===== src/rtl/fetch_unit_pkg.sv =====
// Shared types and constants for the instruction fetch unit.
package fetch_unit_pkg;

    typedef enum logic [1:0] {
        FETCH_IDLE    = 2'd0,
        FETCH_REQ     = 2'd1,
        FETCH_DISCARD = 2'd2
    } fetch_state_t;

    localparam logic [31:0] RESET_PC_DEFAULT = 32'hBFC0_0000;

    function automatic logic [31:0] word_align(input logic [31:0] addr);
        return {addr[31:2], 2'b00};
    endfunction

endpackage


===== src/rtl/fetch_fifo.sv =====
// Synchronous prefetch FIFO; flush empties it and dominates a same-cycle push.
module fetch_fifo #(
    parameter int unsigned WIDTH = 64,
    parameter int unsigned DEPTH = 4
) (
    input  logic                     clk,
    input  logic                     rst_n,
    input  logic                     push,
    input  logic                     pop,
    input  logic                     flush,
    input  logic [WIDTH-1:0]         wdata,
    output logic [WIDTH-1:0]         rdata,
    output logic                     full,
    output logic                     empty,
    output logic [$clog2(DEPTH):0]   count
);

    localparam int unsigned AW = $clog2(DEPTH);
    localparam int unsigned CW = AW + 1;

    logic [WIDTH-1:0] mem [DEPTH];
    logic [AW-1:0]    wr_ptr;
    logic [AW-1:0]    rd_ptr;
    logic             do_push;
    logic             do_pop;

    assign full    = (count == CW'(DEPTH));
    assign empty   = (count == '0);
    // A push into a full FIFO is accepted only when the head leaves the same cycle.
    assign do_push = push && (!full || pop);
    assign do_pop  = pop && !empty;
    assign rdata   = mem[rd_ptr];

    always_ff @(posedge clk or negedge rst_n) begin
        if (!rst_n) begin
            wr_ptr <= '0;
            rd_ptr <= '0;
            count  <= '0;
        end else if (flush) begin
            wr_ptr <= '0;
            rd_ptr <= '0;
            count  <= '0;
        end else begin
            if (do_push) wr_ptr <= wr_ptr + 1'b1;
            if (do_pop)  rd_ptr <= rd_ptr + 1'b1;
            count <= count + CW'(do_push) - CW'(do_pop);
        end
    end

    always_ff @(posedge clk) begin
        if (do_push && !flush) mem[wr_ptr] <= wdata;
    end

endmodule


===== src/rtl/fetch_unit.sv =====
// Instruction fetch unit with prefetch FIFO and branch redirect.
// Optional stall_cnt performance counter enabled by defining FETCH_PERF_CNT_EN.
module fetch_unit
    import fetch_unit_pkg::*;
#(
    parameter logic [31:0] RESET_PC   = RESET_PC_DEFAULT,
    parameter int unsigned FIFO_DEPTH = 4
) (
    input  logic        clk,
    input  logic        rst_n,
    output logic        imem_req,
    output logic [31:0] imem_addr,
    input  logic        imem_ack,
    input  logic [31:0] imem_rdata,
    output logic [31:0] instr,
    output logic [31:0] instr_pc,
    output logic        instr_valid,
    input  logic        instr_ready,
    input  logic        should_branch,
    input  logic [31:0] branch_target
`ifdef FETCH_PERF_CNT_EN
   ,output logic [31:0] stall_cnt
`endif
);

    localparam int unsigned CW = $clog2(FIFO_DEPTH) + 1;
    localparam int unsigned OW = CW + 1;

    fetch_state_t state, state_next;
    logic [31:0]  fetch_pc, fetch_pc_next;
    logic [31:0]  req_addr, req_addr_next;
    logic [31:0]  target;
    logic [31:0]  issue_pc;
    logic [63:0]  fifo_rdata;
    logic [CW-1:0] fifo_count;
    logic [OW-1:0] occ_after;
    logic         fifo_full, fifo_empty;
    logic         waiting, transfer, redirect, push, space;

    assign waiting  = (state != FETCH_IDLE);
    assign transfer = instr_valid && instr_ready;
    assign redirect = transfer && should_branch;
    assign target   = word_align(branch_target);
    assign push     = (state == FETCH_REQ) && imem_ack && !redirect;
    assign issue_pc = redirect ? target : fetch_pc;

    // Occupancy as it will stand after this edge; the outstanding slot is free
    // whenever this function is consulted (idle, or the request is being acked).
    assign occ_after = redirect ? '0 : (OW'(fifo_count) + OW'(push) - OW'(transfer));
    assign space     = (occ_after < OW'(FIFO_DEPTH));

    // fetch_pc always holds the next address not yet requested, so the
    // DISCARD state can keep imem_addr on the old request while the new
    // target waits here.
    always_comb begin
        state_next    = state;
        fetch_pc_next = fetch_pc;
        req_addr_next = req_addr;
        if (waiting && !imem_ack) begin
            if (redirect) begin
                state_next    = FETCH_DISCARD;
                fetch_pc_next = target;
            end
        end else if (space) begin
            state_next    = FETCH_REQ;
            req_addr_next = issue_pc;
            fetch_pc_next = issue_pc + 32'd4;
        end else begin
            state_next    = FETCH_IDLE;
            fetch_pc_next = issue_pc;
        end
    end

    always_ff @(posedge clk or negedge rst_n) begin
        if (!rst_n) begin
            state    <= FETCH_IDLE;
            fetch_pc <= RESET_PC;
            req_addr <= RESET_PC;
        end else begin
            state    <= state_next;
            fetch_pc <= fetch_pc_next;
            req_addr <= req_addr_next;
        end
    end

    fetch_fifo #(
        .WIDTH (64),
        .DEPTH (FIFO_DEPTH)
    ) u_fifo (
        .clk   (clk),
        .rst_n (rst_n),
        .push  (push),
        .pop   (transfer),
        .flush (redirect),
        .wdata ({imem_rdata, req_addr}),
        .rdata (fifo_rdata),
        .full  (fifo_full),
        .empty (fifo_empty),
        .count (fifo_count)
    );

    assign imem_req    = waiting;
    assign imem_addr   = req_addr;
    assign instr_valid = !fifo_empty;
    assign instr       = instr_valid ? fifo_rdata[63:32] : '0;
    assign instr_pc    = instr_valid ? fifo_rdata[31:0]  : '0;

    no_overflow: assert property (@(posedge clk) disable iff (!rst_n)
        !(fifo_full && push && !transfer));

`ifdef FETCH_PERF_CNT_EN
    always_ff @(posedge clk or negedge rst_n) begin
        if (!rst_n) begin
            stall_cnt <= '0;
        end else if (!instr_valid && (stall_cnt != '1)) begin
            stall_cnt <= stall_cnt + 32'd1;
        end
    end
`endif

endmodule


===== config.mk =====
export PLATFORM = sky130hd
export DESIGN_NAME = fetch_unit
export DESIGN_NICKNAME = d
export VERILOG_FILES = /design/src/rtl/fetch_unit_pkg.sv /design/src/rtl/fetch_fifo.sv /design/src/rtl/fetch_unit.sv
export SDC_FILE = /design/constraint.sdc
export NUM_CORES = 1
export LEC_CHECK = 0
export BUFFER_PORTS_ARGS = -buffer_cell sky130_fd_sc_hd__buf_2
export CORE_MARGIN = 5
export CORE_UTILIZATION = 30
export DETAILED_ROUTE_END_ITERATION = 6
export HOLD_SLACK_MARGIN = 0.06
export SETUP_SLACK_MARGIN = 0.4
export SLEW_MARGIN = 10
export SYNTH_ARGS = -nofsm -noshare
export SYNTH_HDL_FRONTEND = slang
export SYNTH_HIERARCHICAL = 1
export SYNTH_SLANG_ARGS = --single-unit

===== constraint.sdc =====
create_clock -name clk -period 11.05 [get_ports clk]
set_clock_uncertainty 0.05 [all_clocks]
set_input_delay 2.21 -clock clk [delete_from_list [all_inputs] [get_ports clk]]
set_output_delay 2.21 -clock clk [all_outputs]
set_load 0.005 [all_outputs]

# After elaboration in Yosys (flattened, before gate mapping)
# Memory sizes are Yosys's and may differ from the RTL's.
# Cells that the tools add are included.
totals:
  reg_bits: 73
  ramBits: 256
  out_inout_bits: 98
  memories: 1
classes:
  add_sub_neg: 7
  n_lt_le_gt_ge: 1
  eq_ne: 3
  n_mux: 16
  bitwise: 1
  reduce_logical: 18
mem_list:
  columns: ["name", "depth", "word_bits", "read_ports", "rd_clocked_by_memory_dff", "write_ports", "line", "rtl"]
  rows:
  - ["u_fifo.mem", 4, 64, 1, 0, 1, "fetch_fifo.sv:21", "logic [WIDTH-1:0] mem [DEPTH];"]
op_table:
  columns: ["operator", "count"]
  rows:
  - ["$mux 32", 5]
  - ["$add 32x3->32 const B", 1]
  - ["$mux 2", 6]
  - ["$logic_and 1x1->1", 8]
  - ["$reduce_bool 2->1", 3]
  - ["$add 2x1->2 const B", 2]
  - ["$add 3x1->4", 1]
  - ["$logic_not 1->1", 4]
  - ["$lt 4x3->1 const B", 1]
  - ["$mux 4", 1]
  - ["$sub 4x1->4", 1]
  - ["$add 3x1->3", 1]
  - ["$eq 3x3->1 const B", 1]
  - ["$logic_not 3->1", 1]
  - ["$mux 1", 3]
  - ["$mux 3", 1]
  - ["$sub 3x1->3", 1]
  - ["$eq 2x1->1 const B", 1]
  - ["$ne 2x2->1 const B", 1]
  - ["$reduce_and 2->1", 1]
  - ["$logic_or 1x1->1", 1]
  - ["$not 1->1", 1]

# Longest topological paths before layout
# Gate-level depths: netlist (run 1).
depth:
  word_depth: 12
  ltp_mapped: 18
  depth_no_buf: 15

# Cells and area by module
# The synthesis (run 1) kept the hierarchy.
modules_own_cells:
  columns: ["module", "n_inst", "cells_each", "area_per_inst_um2", "seq_area_each_um2"]
  rows:
  - ["fetch_fifo", 1, 382, 9701.8, 7862.5]
  - ["fetch_unit", 1, 447, 4062.6, 1674.1]

# Worst setup path after synthesis (run 1)
# Ideal clock, no wire load.
synth_timing:
  path_type: "input-to-reg"
  from: "input should_branch"
  to: "register fetch_pc[22]"
  setup_ns: 0.088
  t_arrival_ns: 5.497
  setup_slack_ns: 5.414
  stages: 17
  path_buffers: 4
  cell_sequence: "nand3b_4 > inv_2 > buf_2 > buf_1 > clkbuf_1 > nor2_1 > nand3_1 > ha_1 > inv_1 > ha_1 > or4b_1 > o21ai_2 > a211oi_2 > or2_1 > buf_6 > or3_1 > xor2_1"
synth_between:
  elab_chain_len: 9
synth_rtl:
  columns: ["element", "line", "rtl"]
  rows:
  - ["start, declared", "fetch_unit.sv:19", "input logic should_branch,"]
  - ["$logic_and 1x1->1 (*)", "fetch_unit.sv:42", "assign redirect = transfer && should_branch;"]
  - ["net redirect", "fetch_unit.sv:38", "logic waiting, transfer, redirect, push, space;"]
  - ["$logic_not 1->1", "fetch_unit.sv:44", "assign push = (state == FETCH_REQ) && imem_ack && !redirect;"]
  - ["$logic_and 1x1->1", "fetch_unit.sv:44", null]
  - ["$add 3x1->4", "fetch_unit.sv:49", "assign occ_after = redirect ? '0 : (OW'(fifo_count) + OW'(push) - OW'(transfer));"]
  - ["$sub 4x1->4", "fetch_unit.sv:49", null]
  - ["$mux 4", "fetch_unit.sv:49", null]
  - ["$lt 4x3->1", "fetch_unit.sv:50", "assign space = (occ_after < OW'(FIFO_DEPTH));"]
  - ["$mux 32", "fetch_unit.sv:64", "end else if (space) begin"]
  - ["$mux 32 (*)", "fetch_unit.sv:59", "if (waiting && !imem_ack) begin"]
  - ["net fetch_pc_next[22]", "fetch_unit.sv:30", "logic [31:0] fetch_pc, fetch_pc_next;"]
  - ["end signal, assigned", "fetch_unit.sv:81", "fetch_pc <= fetch_pc_next;"]
  - ["end, declared", "fetch_unit.sv:30", null]
# Mark *: on every way through the listed nets, which the timed path passes. The rest lies on a longest branch.
# A chain may end at the register's enable or synchronous reset.

# Final worst setup path (run 1)
layout_timing:
  from: "input instr_ready"
  to: "register fetch_pc[23]"
layout_between:
  elab_chain_len: 10
layout_rtl:
  columns: ["element", "line", "rtl"]
  rows:
  - ["start, declared", "fetch_unit.sv:18", "input logic instr_ready,"]
  - ["$logic_and 1x1->1 (*)", "fetch_unit.sv:41", "assign transfer = instr_valid && instr_ready;"]
  - ["$logic_and 1x1->1", "fetch_unit.sv:42", null]
  - ["$logic_not 1->1", "fetch_unit.sv:44", null]
  - ["$logic_and 1x1->1", "fetch_unit.sv:44", null]
  - ["$add 3x1->4", "fetch_unit.sv:49", null]
  - ["$sub 4x1->4", "fetch_unit.sv:49", null]
  - ["$mux 4", "fetch_unit.sv:49", null]
  - ["$lt 4x3->1", "fetch_unit.sv:50", null]
  - ["$mux 32", "fetch_unit.sv:64", null]
  - ["$mux 32 (*)", "fetch_unit.sv:59", null]
  - ["net fetch_pc_next[23]", "fetch_unit.sv:30", null]
# Marked as above.

==> impl_metrics.tcl, run 1 <==
set metrics [dict create \
    status "finished clean" \
    layout_setup_ws_ns 4.74 \
    grt_max_degree 74 \
    vias 7785 \
    clock_sinks 329 \
    crit_chain "buf_2 -> nand3b_4 -> inv_2 -> buf_4 -> nor2_1 -> nand3_1 -> ha_1 -> inv_1 -> ha_1 -> or4b_1 -> o21ai_2 -> a211o_2 -> buf_4 -> nand3b_2 -> nor4_1 -> xnor2_1" \
    worst_pin_slew_ns 1.09 \
    layout.nets 1080 \
    p_sw_frac 0.313 \
    io_buffers 164 \
    crit_slowest_cell "buf_4" \
    grt_pass1_wl_um 50000 \
    cts_tree "built" \
    clockRootBuffer "clkbuf_16" \
    min_to "fetch_pc[0]" \
    dr.pass1.iters 7 \
    die_area_um2 50200 \
    p_per_area_nw_per_um2 277 \
    dp_slack_ns 4.11 \
    cap_violations 0 \
    drt_iter0_drc 431 \
    holdWs_ns 0.422 \
    relSlewSlack 0.271 \
    worstSetupPathType "in2reg" \
    start_kind "input pin" \
    tns_ns 0 \
    clk-insertion-delay-late_ns 0.55 \
    critPathMaxStageDelay_ns 0.54 \
    drtAntennaViolNets 0 \
    place_congestion 0.783 \
    wl_per_cell_um 19.8 \
    layout_min_cycle_time_ns 6.31 \
    max_freq_mhz 159 \
    cts.path.max_buffers 3 \
    die-height_um 224 \
    combPwrFrac 0.283 \
    grt_pass1_vias 8165 \
    antenna_found_initial 2 \
    drive_gt1_frac 0.324 \
    crit_fanout 50 \
    crit_path_end_kind "flip-flop" \
    whs_path_depth 1 \
    cts_max_level 2 \
    crit_required_ns 11.47 \
    cts_buffers 38 \
    postCtsSetupBuffers 0 \
    multi_input_area_um2 3950 \
    viasPerCell 4.78 \
    syn_area_um2 13800 \
    synth_nets 908 \
    p_sw_mw 1.45 \
    place_area_um2 15200 \
    cts_hold_buffers 0 \
    hp-class "reg2reg" \
    syn2layout_area_growth_pct 21.0 \
    final-seq-area_um2 9540 \
    floorplan.initialDensity 0.303 \
    setup_viol 0 \
    r2r-end "fetch_pc[23]" \
    num_rows 78 \
    critPathBufInv 5 \
    hold_viol 0 \
    drv_slew 0 \
    clk_pin_slew_ns 0.06 \
    postLayoutCoreUtil 0.367 \
    route.detailed.drc 0 \
    reg2reg_from "u_fifo/count[1]" \
    core-area_um2 45400 \
    ff2ff_path_depth 16 \
    p_leak_nw 5.92 \
    rsz0062_at_grt "false" \
    critPathTopFamily "simple AND/OR/NAND/NOR gates" \
    overflow 0 \
    avgSynthCellArea_um2 16.6 \
    die_w_um 224 \
    p_int_mw 3.17 \
    synthCells 828 \
    hpwl_um 19600 \
    n_fill_cell 4305 \
    ioPinCount 167 \
    ir_drop_mv 0.249 \
    hp-start "fetch_pc[0]" \
    synth_warnings 6 \
    worst-r2r-setup-slack_ns 5.75 \
    wl_um 32400 \
    pwr-share-clk 0.311 \
    postCtsResizedCells 0 \
    seqPwrFrac 0.406 \
    grtUsageTotal 0.129 \
    min_period_over_period 0.571 \
    finalInstanceArea_um2 16600 \
    cp.arrival_ns 6.73 \
]
## worst reg2reg max path: stages (launching register included)
cell and delay, ns:
dfrtp_1 0.52, nor3_2 0.14, nand3b_4 0.61, inv_2 0.17, buf_4 0.54, nor2_1 0.14, nand3_1 0.14, ha_1 0.15
inv_1 0.04, ha_1 0.22, or4b_1 0.53, o21ai_2 0.16, a211o_2 0.53, buf_4 0.52, nand3b_2 0.22, nor4_1 0.39
xnor2_1 0.16
## worst max path at each step
stage | start | endpoint | slack, ns | depth (start not counted)
2_1_floorplan | should_branch | fetch_pc[22] | 5.41 | 17
3_3_place_gp | instr_ready | fetch_pc[23] | 4.15 | 16
3_5_place_dp | instr_ready | fetch_pc[23] | 4.11 | 16
4_1_cts | instr_ready | fetch_pc[23] | 4.72 | 16
5_1_grt | instr_ready | fetch_pc[23] | 4.39 | 16
6_report | instr_ready | fetch_pc[23] | 4.74 | 16
## layout by cell type, fill, tap and decap left out, types with 5 or more instances in the layout
| cell type | n |
|---|---|
| edfxtp_1 | 256 |
| buf_2 | 163 |
| nor2b_1 | 67 |
| mux4_2 | 64 |
| nor2_1 | 55 |
| dfrtp_1 | 53 |
| clkbuf_16 | 39 |
| mux2i_1 | 34 |
| nand3_1 | 33 |
| a21oi_1 | 28 |
| nand2_1 | 26 |
| xor2_1 | 22 |
| dfstp_2 | 18 |
| inv_1 | 17 |
| xnor2_1 | 16 |
| bufinv_16 | 12 |
| clkinv_1 | 11 |
| ha_1 | 10 |
| buf_4 | 10 |
| nand4_1 | 9 |
| nor3_1 | 8 |
| nor4_1 | 7 |
| a31oi_1 | 7 |
| o21ai_0 | 5 |
## layout make-up
cell class              instances  share of cell area
diodes                          1            0.000150
clock buffers                  40              0.0589
clock inverters                29              0.0277
inverters                      18             0.00406
multi-input cells             440               0.237
flip-flops and latches        329               0.573
well taps                     600              0.0451
repair buffers                173              0.0535
## state kept, by name (all words and copies together) (netlist names)
register       count
u_fifo/rd_ptr      2
imem_addr         32
u_fifo/mem       256
state              2
u_fifo/wr_ptr      2
u_fifo/count       3
fetch_pc          32
## through the flow
stage                     total power [mW]  instances
after floorplan                       2.70        828
after global placement                3.23       1560
after detailed placement              3.25       1560
after CTS                             4.72       1629
after global routing                  4.91       1629
final                                 4.61       1630
## power groups by stage
stage	registers (mW)	logic (mW)	clock network [mW]
6_report	1.87	1.31	1.43
5_1_grt	1.91	1.46	1.54
4_1_cts	1.88	1.35	1.48
3_5_place_dp	1.91	1.35	0
3_3_place_gp	1.89	1.34	0
2_1_floorplan	1.79	0.906	0
## metal layers
layer  part of all wire  vias up  wire length (um)  track usage
li1                   -     3505                 -            -
met5                  0        -                 0            0
met3              0.059       59              1900       0.0342
met4              0.025        0               796       0.0350
met2               0.46      190             14800        0.200
met1               0.46     4031             14800        0.181
Power figures use the tool's default switching activity.
==> run 2, diff against run 1 <==
==> constraint.sdc (replaced) <==
create_clock -name clk -period 5.07 [get_ports clk]
set_clock_uncertainty 0.05 [all_clocks]
set_input_delay 1.014 -clock clk [delete_from_list [all_inputs] [get_ports clk]]
set_output_delay 1.014 -clock clk [all_outputs]
set_load 0.005 [all_outputs]
==> run 2 against run 1 <==
Effect of this change: sequential power grew 120%; critical path depth down 12; via count shrank 1.2%; global-route usage decreased by 0.12 points; cell area is essentially flat; non-clock buffer count increased by 3; critical endpoint is now instr_pc[17]; final cell count rose by 0.37%; largest power group unchanged.
==> impl_metrics.tcl, run 2 (synthesized netlist as in run 1, its figures left out) <==
set metrics [dict create \
    vias 7695 \
    finalInstanceArea_um2 16600 \
    ff2ff_path_depth 12 \
    antennaDiodeCount 0 \
    cts_buffers 40 \
    floorplan.initialDensity 0.303 \
    crit_chain "buf_12 -> mux4_2 -> nor2b_1 -> buf_2" \
    worst-r2r-setup-slack_ns 1.17 \
    crit_slowest_cell "dfrtp_4" \
    clk-insertion-delay-late_ns 0.56 \
    ir_drop_mv 0.245 \
    drive_gt1_frac 0.329 \
    layout.nets 1085 \
    die-height_um 224 \
    cts_hold_buffers 0 \
    die_w_um 224 \
    setup_viol 0 \
    cap_violations 0 \
    routed-wl-met3_um 1610 \
    cts_max_level 2 \
    place_congestion 0.775 \
    p_per_area_nw_per_um2 593 \
    worstSetupPathType "reg2out" \
    drv_slew 0 \
    wl_met2_um 15000 \
    critPathTopFamily "flip-flops" \
    hpwl_um 19800 \
    wl_um 31800 \
    drtAntennaViolNets 0 \
    hp-class "reg2reg" \
    min_period_over_period 0.773 \
    critPathMaxStageDelay_ns 1.08 \
    clockRootBuffer "clkbuf_16" \
    start_kind "flip-flop" \
    place_area_um2 15300 \
    min_to "fetch_pc[0]" \
    hp-start "fetch_pc[0]" \
    r2r-end "fetch_pc[23]" \
    tns_ns 0 \
    postCtsResizedCells 0 \
    critPathBufInv 2 \
    cts_tree "built" \
    cts.path.max_buffers 3 \
    mostFrequentLayoutCells "256 x edfxtp_1, 163 x buf_2, 67 x nor2b_1" \
    rsz0062_at_grt "false" \
    layout_min_cycle_time_ns 3.92 \
    viasPerCell 4.70 \
    grt_pass1_wl_um 49500 \
    worst_pin_slew_ns 1.11 \
    drt_iter0_drc 484 \
    whs_path_depth 1 \
    clk_pin_slew_ns 0.06 \
    grt_max_degree 74 \
    p_leak_nw 5.91 \
    n_fill_cell 4344 \
    dr.pass1.iters 5 \
    syn2layout_area_growth_pct 21.0 \
    status "finished clean" \
    grt_pass1_vias 8110 \
    route.detailed.drc 0 \
    wl_met1_um 14500 \
    largest_register_ffs 256 \
    top_register "u_fifo/mem" \
    ioPinCount 167 \
    num_rows 78 \
    crit_path_end_kind "output port" \
    hold_viol 0 \
    overflow 0 \
    wl_per_cell_um 19.5 \
    final_common_cell "edfxtp_1" \
    crit_fanout 42 \
    io_buffers 164 \
    max_freq_mhz 255 \
    relSlewSlack 0.259 \
    cp.arrival_ns 2.85 \
    clock_sinks 329 \
    antenna_found_initial 0 \
    core-area_um2 45400 \
    highest_layer "met4" \
    crit_required_ns 4.01 \
    die_area_um2 50200 \
    postCtsSetupBuffers 0 \
    reg2reg_from "u_fifo/count[1]" \
    grtUsageTotal 0.128 \
]
[run 2: cell types whose count changed in the layout (fill, tap and decap cells not counted), sizes merged]
cell      change
buf           +3
clkinvlp      +2
inv           +3
clkbuf        +9
clkinv        -4
diode         -1
bufinv        -6
[run 2: cell type report]
class | count | area, um2 | area share
clock buffers | 49 | 1030 | 0.0622
clock inverters | 24 | 320 | 0.0192
inverters | 18 | 67.6 | 0.00406
multi-input cells | 440 | 3950 | 0.237
flip-flops and latches | 329 | 9540 | 0.574
well taps | 600 | 751 | 0.0451
repair buffers | 176 | 976 | 0.0587
[run 2: layer usage]
metal / vias up / global-route usage
met2: 182 / 0.202
met5: - / 0
met3: 52 / 0.0256
met4: 0 / 0.0427
met1: 3940 / 0.178
li1: 3521 / -
[run 2: power by group]
| group | total [mW] | switching, mW | internal [mW] | leakage (nW) |
|---|---|---|---|---|
| registers | 4.18 | 0.597 | 3.58 | 3.15 |
| logic | 2.77 | 1.43 | 1.34 | 2.10 |
| clock network | 2.91 | 1.13 | 1.78 | 0.655 |
[run 2: metrics by stage]
step	power, mW	hold slack (ns)	utilization	cells	setup WS [ns]
finish	9.86	0.435	0.367	1636	1.15
global route	10.5	0.462	0.367	1636	0.822
CTS	10.1	0.437	0.367	1636	1.01
detailed placement	7.11	0.421	0.337	1563	0.942
global placement	7.05	0.412	0.337	1563	0.954
floorplan	5.88	0.394	-	828	0.630
[run 2: worst max-delay path by stage]
| stage | from | endpoint | cells past startpoint |
|---|---|---|---|
| finish | u_fifo/rd_ptr[0] | instr_pc[17] | 4 |
| global route | u_fifo/count[1] | fetch_pc[23] | 12 |
| CTS | u_fifo/rd_ptr[0] | instr_pc[17] | 4 |
| detailed placement | instr_ready | fetch_pc[23] | 11 |
| global placement | instr_ready | fetch_pc[23] | 11 |
| floorplan | should_branch | fetch_pc[22] | 17 |
